`src/rtl/ct_spsram_ctrl_pkg.sv`:
```
// rtl/ct_spsram_ctrl_pkg.sv - shared widths and FSM encoding for the spsram controller
package ct_spsram_ctrl_pkg;

  localparam int unsigned SRAM_ADDR_W = 9;
  localparam int unsigned SRAM_DATA_W = 54;
  localparam int unsigned SRAM_DEPTH  = 512;

  // FSM encoding kept as plain constants so legacy tools see the same values
  localparam logic [1:0] ST_IDLE = 2'b00;
  localparam logic [1:0] ST_INIT = 2'b01;
  localparam logic [1:0] ST_RUN  = 2'b10;

endpackage

```
`src/rtl/ct_spsram_rsp_skid.sv`:
```
// rtl/ct_spsram_rsp_skid.sv - one-entry skid buffer for SRAM read responses
module ct_spsram_rsp_skid #(
  parameter int DATA_WIDTH = 54
) (
  input  logic                  clk,
  input  logic                  rst_n,
  input  logic                  rd_pend,
  input  logic                  rsp_rdy,
  input  logic [DATA_WIDTH-1:0] sram_q,
  output logic                  hold_vld,
  output logic                  rsp_vld,
  output logic [DATA_WIDTH-1:0] rsp_data
);

  logic                  hold_vld_q, hold_vld_d;
  logic [DATA_WIDTH-1:0] hold_data_q, hold_data_d;

  // Capture Q when the consumer stalls on the cycle it is valid; release on consume.
  // The controller blocks new reads while holding, so capture and release never collide.
  always_comb begin
    hold_vld_d  = hold_vld_q;
    hold_data_d = hold_data_q;
    if (rd_pend && !rsp_rdy) begin
      hold_vld_d  = 1'b1;
      hold_data_d = sram_q;
    end else if (hold_vld_q && rsp_rdy) begin
      hold_vld_d  = 1'b0;
    end
  end

  // Skid registers
  always_ff @(posedge clk or negedge rst_n) begin
    if (!rst_n) begin
      hold_vld_q  <= 1'b0;
      hold_data_q <= '0;
    end else begin
      hold_vld_q  <= hold_vld_d;
      hold_data_q <= hold_data_d;
    end
  end

  assign hold_vld = hold_vld_q;
  assign rsp_vld  = rd_pend | hold_vld_q;
  assign rsp_data = hold_vld_q ? hold_data_q : sram_q;

endmodule

```
`src/rtl/ct_spsram_512x54_ctrl.sv`:
```
// rtl/ct_spsram_512x54_ctrl.sv - request/response and array-clear controller for ct_spsram_512x54
module ct_spsram_512x54_ctrl
  import ct_spsram_ctrl_pkg::*;
#(
  parameter int                    ADDR_WIDTH  = SRAM_ADDR_W,
  parameter int                    DATA_WIDTH  = SRAM_DATA_W,
  parameter int                    DEPTH       = SRAM_DEPTH,
  parameter logic [DATA_WIDTH-1:0] INIT_VALUE  = '0,
  parameter bit                    INIT_ON_RST = 1'b1
) (
  input  logic                  forever_cpuclk,
  input  logic                  cpurst_b,
  input  logic                  req_vld,
  output logic                  req_rdy,
  input  logic                  req_wr,
  input  logic [ADDR_WIDTH-1:0] req_addr,
  input  logic [DATA_WIDTH-1:0] req_wdata,
  input  logic [DATA_WIDTH-1:0] req_wmask,
  output logic                  rsp_vld,
  input  logic                  rsp_rdy,
  output logic [DATA_WIDTH-1:0] rsp_data,
  input  logic                  init_req,
  output logic                  init_done,
  output logic [ADDR_WIDTH-1:0] sram_a,
  output logic                  sram_cen,
  output logic                  sram_gwen,
  output logic [DATA_WIDTH-1:0] sram_wen,
  output logic [DATA_WIDTH-1:0] sram_d,
  input  logic [DATA_WIDTH-1:0] sram_q
);

  logic [1:0]            state_q, state_d;
  logic [ADDR_WIDTH-1:0] init_cnt_q, init_cnt_d;
  logic                  init_pend_q, init_pend_d;
  logic                  rd_pend_q, rd_pend_d;
  logic [ADDR_WIDTH-1:0] sram_a_q, sram_a_d;
  logic [DATA_WIDTH-1:0] sram_d_q, sram_d_d;
  logic                  hold_vld;
  logic                  req_fire;

  // Accept only in RUN with no clear pending and room for the read data
  assign req_rdy  = (state_q == ST_RUN) & ~init_pend_q & ~init_req & ~hold_vld
                  & ~(rd_pend_q & ~rsp_rdy);
  assign req_fire = req_vld & req_rdy;
  assign init_done = (state_q == ST_RUN);

  // SRAM pin drive: init sweep, or same-cycle request decode; A/D hold when idle
  always_comb begin
    sram_cen  = 1'b1;
    sram_gwen = 1'b1;
    sram_wen  = '1;
    sram_a    = sram_a_q;
    sram_d    = sram_d_q;
    if (state_q == ST_INIT) begin
      sram_cen  = 1'b0;
      sram_gwen = 1'b0;
      sram_wen  = '0;
      sram_a    = init_cnt_q;
      sram_d    = INIT_VALUE;
    end else if (req_fire) begin
      sram_cen = 1'b0;
      sram_a   = req_addr;
      if (req_wr) begin
        sram_gwen = 1'b0;
        sram_wen  = ~req_wmask;
        sram_d    = req_wdata;
      end
    end
    sram_a_d = sram_a;
    sram_d_d = sram_d;
  end

  // FSM, init counter and pending-clear bookkeeping
  always_comb begin
    state_d     = state_q;
    init_cnt_d  = init_cnt_q;
    init_pend_d = init_pend_q;
    rd_pend_d   = req_fire & ~req_wr;
    case (state_q)
      ST_IDLE: state_d = INIT_ON_RST ? ST_INIT : ST_RUN;
      ST_INIT: begin
        init_cnt_d = init_cnt_q + 1'b1;
        if (init_cnt_q == ADDR_WIDTH'(DEPTH - 1)) state_d = ST_RUN;
      end
      ST_RUN: begin
        if (init_req) init_pend_d = 1'b1;
        // Start the clear only once no read data is still owed to the consumer
        if (init_pend_q && !rd_pend_q && !hold_vld) begin
          state_d     = ST_INIT;
          init_pend_d = 1'b0;
        end
      end
      default: state_d = ST_IDLE;
    endcase
  end

  // Controller state registers
  always_ff @(posedge forever_cpuclk or negedge cpurst_b) begin
    if (!cpurst_b) begin
      state_q     <= ST_IDLE;
      init_cnt_q  <= '0;
      init_pend_q <= 1'b0;
      rd_pend_q   <= 1'b0;
      sram_a_q    <= '0;
      sram_d_q    <= '0;
    end else begin
      state_q     <= state_d;
      init_cnt_q  <= init_cnt_d;
      init_pend_q <= init_pend_d;
      rd_pend_q   <= rd_pend_d;
      sram_a_q    <= sram_a_d;
      sram_d_q    <= sram_d_d;
    end
  end

  ct_spsram_rsp_skid #(
    .DATA_WIDTH (DATA_WIDTH)
  ) u_rsp_skid (
    .clk      (forever_cpuclk),
    .rst_n    (cpurst_b),
    .rd_pend  (rd_pend_q),
    .rsp_rdy  (rsp_rdy),
    .sram_q   (sram_q),
    .hold_vld (hold_vld),
    .rsp_vld  (rsp_vld),
    .rsp_data (rsp_data)
  );

endmodule

```
`config.mk`:
```
export PLATFORM = sky130hd
export DESIGN_NAME = ct_spsram_512x54_ctrl
export DESIGN_NICKNAME = d
export VERILOG_FILES = /design/src/rtl/ct_spsram_ctrl_pkg.sv /design/src/rtl/ct_spsram_rsp_skid.sv /design/src/rtl/ct_spsram_512x54_ctrl.sv
export SDC_FILE = /design/constraint.sdc
export NUM_CORES = 1
export LEC_CHECK = 0
export CORE_AREA = 2 2 136 138
export DETAILED_ROUTE_END_ITERATION = 7
export DIE_AREA = 0 0 138 140
export DONT_BUFFER_PORTS = 1
export SYNTH_ARGS = -nofsm -noshare
export SYNTH_HDL_FRONTEND = slang
export SYNTH_SLANG_ARGS = --single-unit
```
`constraint.sdc`:
```
create_clock -name forever_cpuclk -period 2.1 [get_ports forever_cpuclk]
set_input_delay 0.42 -clock forever_cpuclk [delete_from_list [all_inputs] [get_ports forever_cpuclk]]
set_output_delay 0.42 -clock forever_cpuclk [all_outputs]
set_load 0.01 [all_outputs]
```
# ---- Word-level counts from Yosys, hierarchy flattened
# Cells that the tools add are included.
dict set report word_totals {
  regBits 131
  latchBits 0
  ramBits 0
  rom_bits 0
  inputBits 177
  output_inout_bits 176
  elab_cells 62
  memories 0
}
dict set report classes {
  add_sub_neg 1
  multipliers 0
  div 0
  n_lt_le_gt_ge 0
  n_eq_ne 5
  n_shift 0
  n_mux 21
  n_bitwise 15
  reduce_logical 12
}
# operator count
set op_table {}
lappend op_table {{$mux 54} 7}
lappend op_table {{$not 54->54} 1}
lappend op_table {{$mux 9} 2}
lappend op_table {{$add 9x1->9 const B} 1}
lappend op_table {{$eq 9x9->1 const B} 1}
lappend op_table {{$mux 1} 9}
lappend op_table {{$and 1x1->1} 7}
lappend op_table {{$not 1->1} 6}
lappend op_table {{$pmux 2 s3} 1}
lappend op_table {{$logic_and 1x1->1} 4}
lappend op_table {{$mux 2} 2}
lappend op_table {{$ne 2x1->1 const B} 2}
lappend op_table {{$reduce_and 2->1} 2}
lappend op_table {{$reduce_bool 2->1} 2}
lappend op_table {{$logic_not 1->1} 3}
lappend op_table {{$eq 2x1->1 const B} 1}
lappend op_table {{$eq 2x2->1 const B} 1}
lappend op_table {{$logic_not 2->1} 1}
lappend op_table {{$or 1x1->1} 1}

# ---- Logic depth before layout (Yosys ltp)
# Gate-level depths: netlist of the first run.
dict set report depth {
  depth_word 8
  mapped_depth 6
  mapped_depth_nobuf 6
}

# ---- Cells and area by module
# From an unflattened synthesis of the first run, not the netlist that was laid out.
dict set report unflattened {
  cells_unflattened 598
  area_unflattened_um2 6762.7
}
# module n_inst cells_each area_each_um2 seq_area_each_um2
set by_module_without_submodules {}
lappend by_module_without_submodules {ct_spsram_512x54_ctrl 1 420 3791.1 1901.8}
lappend by_module_without_submodules {ct_spsram_rsp_skid 1 178 2971.6 1376.3}

# ---- Worst setup path after synthesis of the first run
# Ideal clock, no wire load.
dict set report synth_path {
  path_kind {reg-to-output}
  start {reg init_pend_q}
  end {out sram_d[10]}
  t_arrival_ns 1.685
  required_time_ns 1.680
  path_slack_ns -0.005
  path_stages_with_launch 6
  path_buffers 2
  cell_sequence {dfrtp_1 -> or3_4 -> nor4_1 -> buf_2 -> buf_4 -> mux2i_1}
}
dict set report synth_via {
  elab_chain_cells 8
}
# element line_no
set synth_lines {}
lappend synth_lines {{start: declaration} ct_spsram_512x54_ctrl.sv:34} ;# logic init_pend_q, init_pend_d;
lappend synth_lines {{start signal: assignment} ct_spsram_512x54_ctrl.sv:109} ;# init_pend_q <= init_pend_d;
lappend synth_lines {{$not 1->1} ct_spsram_512x54_ctrl.sv:42} ;# assign req_rdy = (state_q == ST_RUN) & ~init_pend_q & ~init_req & ~hold_vld
lappend synth_lines {{$and 1x1->1 (3 in series)} ct_spsram_512x54_ctrl.sv:42}
lappend synth_lines {{$and 1x1->1} ct_spsram_512x54_ctrl.sv:43} ;# & ~(rd_pend_q & ~rsp_rdy);
lappend synth_lines {{$and 1x1->1} ct_spsram_512x54_ctrl.sv:44} ;# assign req_fire = req_vld & req_rdy;
lappend synth_lines {{$mux 54} ct_spsram_512x54_ctrl.sv:60} ;# end else if (req_fire) begin
lappend synth_lines {{$mux 54} ct_spsram_512x54_ctrl.sv:54} ;# if (state_q == ST_INIT) begin
lappend synth_lines {{end: declaration} ct_spsram_512x54_ctrl.sv:28} ;# output logic [DATA_WIDTH-1:0] sram_d,
# No other way between the ends.

# ---- Final worst setup path of the first run
dict set report layout_path {
  start {reg init_pend_q}
  end {out sram_a[1]}
}
dict set report layout_via {
  elab_chain_cells 8
}
# element line_no
set layout_lines {}
lappend layout_lines {{$not 1->1} ct_spsram_512x54_ctrl.sv:42}
lappend layout_lines {{$and 1x1->1 (3 in series)} ct_spsram_512x54_ctrl.sv:42}
lappend layout_lines {{$and 1x1->1} ct_spsram_512x54_ctrl.sv:43}
lappend layout_lines {{$and 1x1->1} ct_spsram_512x54_ctrl.sv:44}
lappend layout_lines {{$mux 9} ct_spsram_512x54_ctrl.sv:60}
lappend layout_lines {{$mux 9} ct_spsram_512x54_ctrl.sv:54}
lappend layout_lines {{end: declaration} ct_spsram_512x54_ctrl.sv:24} ;# output logic [ADDR_WIDTH-1:0] sram_a,
# No other way between the ends.

==> flow_summary.toml, run 1 <==
[timing]
hold_slack_ns = -0.300
slew_violations = 0
slew_headroom_pct = 61.5
max_freq_mhz = 381
fin_crit_ns = 2.63
hold_viol = 131
min_period_over_period_pct = 125
clock_skew_ns = 0.00813
worst_pin_slew_ns = 0.578
rsz0062_at_grt = "true"
setup_violations = 120
setup_slack_ns = -0.527

[critical_path]
reg2reg_depth = 6
r2r-end = "sram_a_q[4]"
cp_slowest_cell = "or4b_4"
r2r_slack_ns = 0.06
crit_type = "flop to primary output"
path_max_fanout = 9
path_depth = 5
slowest_delay_ns = 0.52
crit_buf_inv = 2
critPathRequiredTime_ns = 1.68
arrival_ns = 2.21
cp-start-kind = "flop"
worstReg2RegStart = "init_pend_q"
worstPathCellList = "or3_4 > or4b_4 > buf_12 > mux2i_2 > buf_4"
cp_top_family = "simple AND/OR/NAND/NOR gates"
crit_end = "sram_a[1]"
crit_path_end_kind = "primary output"
worstSetupStartpoint = "init_pend_q"

[detailed_routing]
vias_per_cell = 5.24
ant_nets = 0
drc = 0
firstDrtPassIters = 5
wire_per_inst_um = 20.4
drtIter0Drc = 227
wl_um = 20900
vias = 5352

[yosys]
synth.distinct_cells = 31
syn-instance-count = 706
synth_top_area_share_pct = 50.2
syn-num-nets = 885
synth_top_area_cell = "dfrtp_1"
synth_area_per_cell_um2 = 9.26
synth_area_leaders = "dfrtp_1 50%, nand2_1 16%, mux2i_1 9.6%"
yosys_most_used_dff = "dfrtp_1"
synthTopCellsByCount = "282 x nand2_1, 131 x dfrtp_1, 73 x a21oi_1, 63 x mux2i_1, 54 x mux2_2"
synth_most_common_cell = "nand2_1"
yosys_warnings = 0
yosysSeqAreaShare_pct = 50.2
synth_edf_count = 0
ys_ff_latch = 131
netlist_area_um2 = 6540
async_flop_share_pct = 100

[die]
start_util_pct = 36.8
fp.dieW_um = 138
ios = 353
core_region_area_um2 = 17800
die_area_um2 = 19300
die_h_um = 140
rows = 49

[clock_network]
cts-root-buf = "clkbuf_16"
clk_pin_slew_ns = 0.06
clk_path_buf_depth = 2
clk_latency_ns = 0.41
numCtsBuffers = 17
tritoncts = "yes"
cts.sinks = 131
htree_levels = 4

[power]
vdd_drop_max_mv = 0.508
power.total_mw = 5.46
power_density_nw_per_um2 = 600
p_leak_nw = 4.04

[cells_and_area]
drive_gt1_share_pct = 34.4
antenna_cells = 0
nets = 960
finalNonFillerCells = 1022
area_growth_pct = 39.4

[outcome]
violations = "hold timing, setup timing"
status = "finished, violations left"

[grt]
overflow = 0
antenna_found_initial = 0
grt_max_degree = 132
grt_pass1_wl_um = 30200
grtUsageTotal_pct = 19.8
grt_pass1_vias = 5199

[placed_design]
dp.cells = 965
port_buffers = 0
dp_hpwl_um = 13400
place.gp.congestion = 0.898

[min_path]
min_path_type = "primary input to asynchronous set/reset pin"

[job]
cap_violations = 0
worst min-delay path by stage:
stage / startpoint / endpoint / slack, ns / depth (start not counted)
after CTS: cpurst_b / sram_d_q[0] / -0.32 / 0
after floorplan: cpurst_b / init_cnt_q[0] / 0.12 / 0
after global routing: cpurst_b / sram_d_q[27] / -0.33 / 0
after detailed placement: cpurst_b / sram_d_q[0] / 0.13 / 0
after global placement: cpurst_b / sram_d_q[0] / 0.13 / 0
final: cpurst_b / sram_d_q[27] / -0.30 / 0
area by class of cell:
cell class / count / area (µm²)
Timing Repair Buffer: 110 / 1260
Tap cell: 229 / 287
Fill cell: 1563 / 8670
Sequential cell: 131 / 3280
Clock inverter: 13 / 113
Clock buffer: 18 / 439
Inverter: 3 / 11.3
Multi-Input combinational cell: 518 / 3720
worst register-to-register path, stage by stage, from the launching register on:
cell	delay, ns
dfrtp_1	0.38
or3_4	0.40
or4b_4	0.52
buf_12	0.18
buf_12	0.13
mux2i_4	0.19
buf_4	0.15
repair_timing:
item                                    CTS  global route
gates resized for setup                  78            91
cloned                                    4            10
endpoints found under the setup margin  175           174
pin swaps                                14            31
setup buffers                             8             9
endpoints found under the hold margin   131           131
through the flow:
stage / setup TNS [ns] / instance area (µm²) / setup slack (ns) / util (%)
after global routing: -57.23 / 9110 / -0.612 / 51.2
after CTS: -53.71 / 8440 / -0.531 / 47.5
after detailed placement: -10.88 / 7340 / -0.178 / 41.3
final: -45.81 / 9110 / -0.527 / 51.2
after global placement: -9.54 / 7340 / -0.152 / 41.3
after floorplan: -0.210 / 6540 / -0.00525 / -
registers in the layout (all words and copies together), names as in the netlist:
name and count:
state_q 2, u_rsp_skid.hold_vld 1, init_pend_q 1, init_cnt_q 9, sram_d_q 54, sram_a_q 9
rd_pend_q 1, u_rsp_skid.hold_data_q 54
logic make-up after synthesis:
| kind of cell | count (synthesis) | share of synthesized area, % |
|---|---|---|
| multiplexers | 117 | 19.0 |
| flip-flops | 131 | 50.2 |
| buffers and inverters | 57 | 3.98 |
| AO/OA/AOI/OAI | 77 | 6.05 |
| adder cells (fa/ha/maj) | 2 | 0.383 |
| XOR/XNOR | 7 | 0.938 |
| AND/OR/NAND/NOR | 315 | 19.5 |
layer usage:
metal	share of wire, %	wire (µm)	up-vias	GRT usage [%]
li1	-	-	2471	-
met1	42	8860	2640	25.9
met3	8.8	1830	23	9.09
met4	1.6	336	2	6.02
met5	0.20	42	-	0
met2	47	9810	216	29.4
layout by cell type, fill, tap and decap left out, drive strengths merged, types with 4 or more instances in the layout:
cell type,synthesis,layout
mux2,54,54
inv,3,4
clkbuf,37,27
a21oi,73,73
and3b,9,9
xnor2,4,4
clkinv,0,8
nand2,282,282
buf,17,101
mux2i,63,63
dfrtp,131,131
nor2,6,6
where the power goes:
group	total (mW)	switching (mW)	internal (mW)
registers	2.55	0.00824	2.54
clock network	2.80	1.15	1.65
logic	0.115	0.0621	0.0525
(Power assumes the default switching activity.)
==> inputs of run 2 (changes only) <==
Settings changed: SKIP_LAST_GASP set to 1.
==> flow_summary.toml, run 2 (synthesized netlist as in run 1, its figures left out) <==
[outcome]
status = "finished, violations left"
violations = "hold timing, setup timing"

[grt]
antenna_found_initial = 0
grt_max_degree = 132
grtUsageTotal_pct = 19.8
grt_pass1_wl_um = 30200
overflow = 0
grt_pass1_vias = 5199

[detailed_routing]
wire_per_inst_um = 20.4
firstDrtPassIters = 4
ant_nets = 0
drc = 0
vias_per_cell = 5.21
wl_um = 20900
vias = 5329
drtIter0Drc = 220

[critical_path]
crit_type = "flop to primary output"
crit_path_end_kind = "primary output"
critPathRequiredTime_ns = 1.68
r2r_slack_ns = 0.06
arrival_ns = 2.21
path_max_fanout = 9
cp-start-kind = "flop"

[cells_and_area]
fin_util_pct = 51.2
antenna_cells = 0
multi_input_area_um2 = 3720
final_common_cell = "nand2_1"
drive_gt1_share_pct = 34.4
postLayoutCellArea_um2 = 9100
nets = 960
seq_area_um2 = 3280
fillCellCount = 1564
final_cell_mix = "282 x nand2_1, 130 x dfrtp_1, 70 x buf_4, 54 x mux2_2, 48 x mux2i_1"
area_growth_pct = 39.2
largestRegisters = "sram_d_q (54), u_rsp_skid.hold_data_q (54)"

[clock_network]
clk_path_buf_depth = 2
numCtsBuffers = 17
cts.sinks = 131
htree_levels = 4
tritoncts = "yes"
clk_pin_slew_ns = 0.06
clk_latency_ns = 0.41
cts-root-buf = "clkbuf_16"

[min_path]
min_path_type = "primary input to asynchronous set/reset pin"

[die]
core_region_area_um2 = 17800
start_util_pct = 36.8
die_area_um2 = 19300
fp.dieW_um = 138
ios = 353
rows = 49
die_h_um = 140

[placed_design]
placed_area_um2 = 7340
dp_hpwl_um = 13400
port_buffers = 0
place.gp.congestion = 0.898

[timing]
timing.setup.tns_ns = -45.37
rsz0062_at_grt = "true"
clock_skew_ns = 0.00645
slew_violations = 0
setup_slack_ns = -0.526
hold_slack_ns = -0.296
fin_crit_ns = 2.63
hold_viol = 131
worst_pin_slew_ns = 0.574
max_freq_mhz = 381
setup_violations = 120
min_period_over_period_pct = 125
slew_headroom_pct = 61.7

[power]
power_density_nw_per_um2 = 601
power.total_mw = 5.47
vdd_drop_max_mv = 0.507
p_leak_nw = 4.04

[job]
cap_violations = 0
## run 2: cell counts in the layout (fill, tap and decap cells not counted)
Identical to the previous run, type by type.
## run 2: stage by stage
step | setup WS (ns) | hold WS, ns | cells
after floorplan | -0.00525 | 0.124 | 706
after global placement | -0.152 | 0.128 | 965
after detailed placement | -0.178 | 0.128 | 965
after CTS | -0.531 | -0.320 | 1008
after global routing | -0.612 | -0.324 | 1022
final | -0.526 | -0.296 | 1022
## run 2: final timing paths
kind	startpoint	to	cells after the start
max	init_pend_q	sram_a[1]	5
min	cpurst_b	sram_d_q[0]	0
max reg2reg	init_pend_q	sram_a_q[4]	6
min reg2reg	u_rsp_skid.hold_data_q[0]	u_rsp_skid.hold_data_q[0]	2
max in group asynchronous	cpurst_b	u_rsp_skid.hold_data_q[33]	0
min in group forever_cpuclk	req_wr	rd_pend_q	1
## run 2: layout make-up
| class | instances | area share [%] |
|---|---|---|
| clock buffers | 18 | 4.83 |
| clock inverters | 13 | 1.24 |
| inverters | 3 | 0.124 |
| multi-input cells | 518 | 40.8 |
| flip-flops and latches | 131 | 36.0 |
| well taps | 229 | 3.15 |
| repair buffers | 110 | 13.8 |
## run 2: metal layers
| metal | track usage, % | up-vias | routed length, µm |
|---|---|---|---|
| met5 | 0 | - | 42 |
| met4 | 6.02 | 2 | 360 |
| met3 | 9.09 | 23 | 1840 |
| met2 | 29.4 | 208 | 9730 |
| met1 | 25.9 | 2623 | 8910 |
| li1 | - | 2473 | - |
## run 2: timing repair
action / in CTS / in global routing
cloned: 4 / 10
endpoints found under the setup margin: 175 / 174
gates resized for setup: 78 / 89
hold endpoints to repair: 131 / 131
pin swaps: 14 / 31
buffers inserted: 8 / 9
## run 2: critical path, cell delays in order (launching register included)
cell	delay (ns)
dfrtp_1	0.38
or3_4	0.40
or4b_4	0.52
buf_12	0.18
mux2i_2	0.17
buf_4	0.16
## run 2: power breakdown
group	internal [mW]	leakage, nW	switching (mW)
clock network	1.65	0.268	1.15
registers	2.54	1.78	0.00819
logic	0.0525	1.99	0.0621
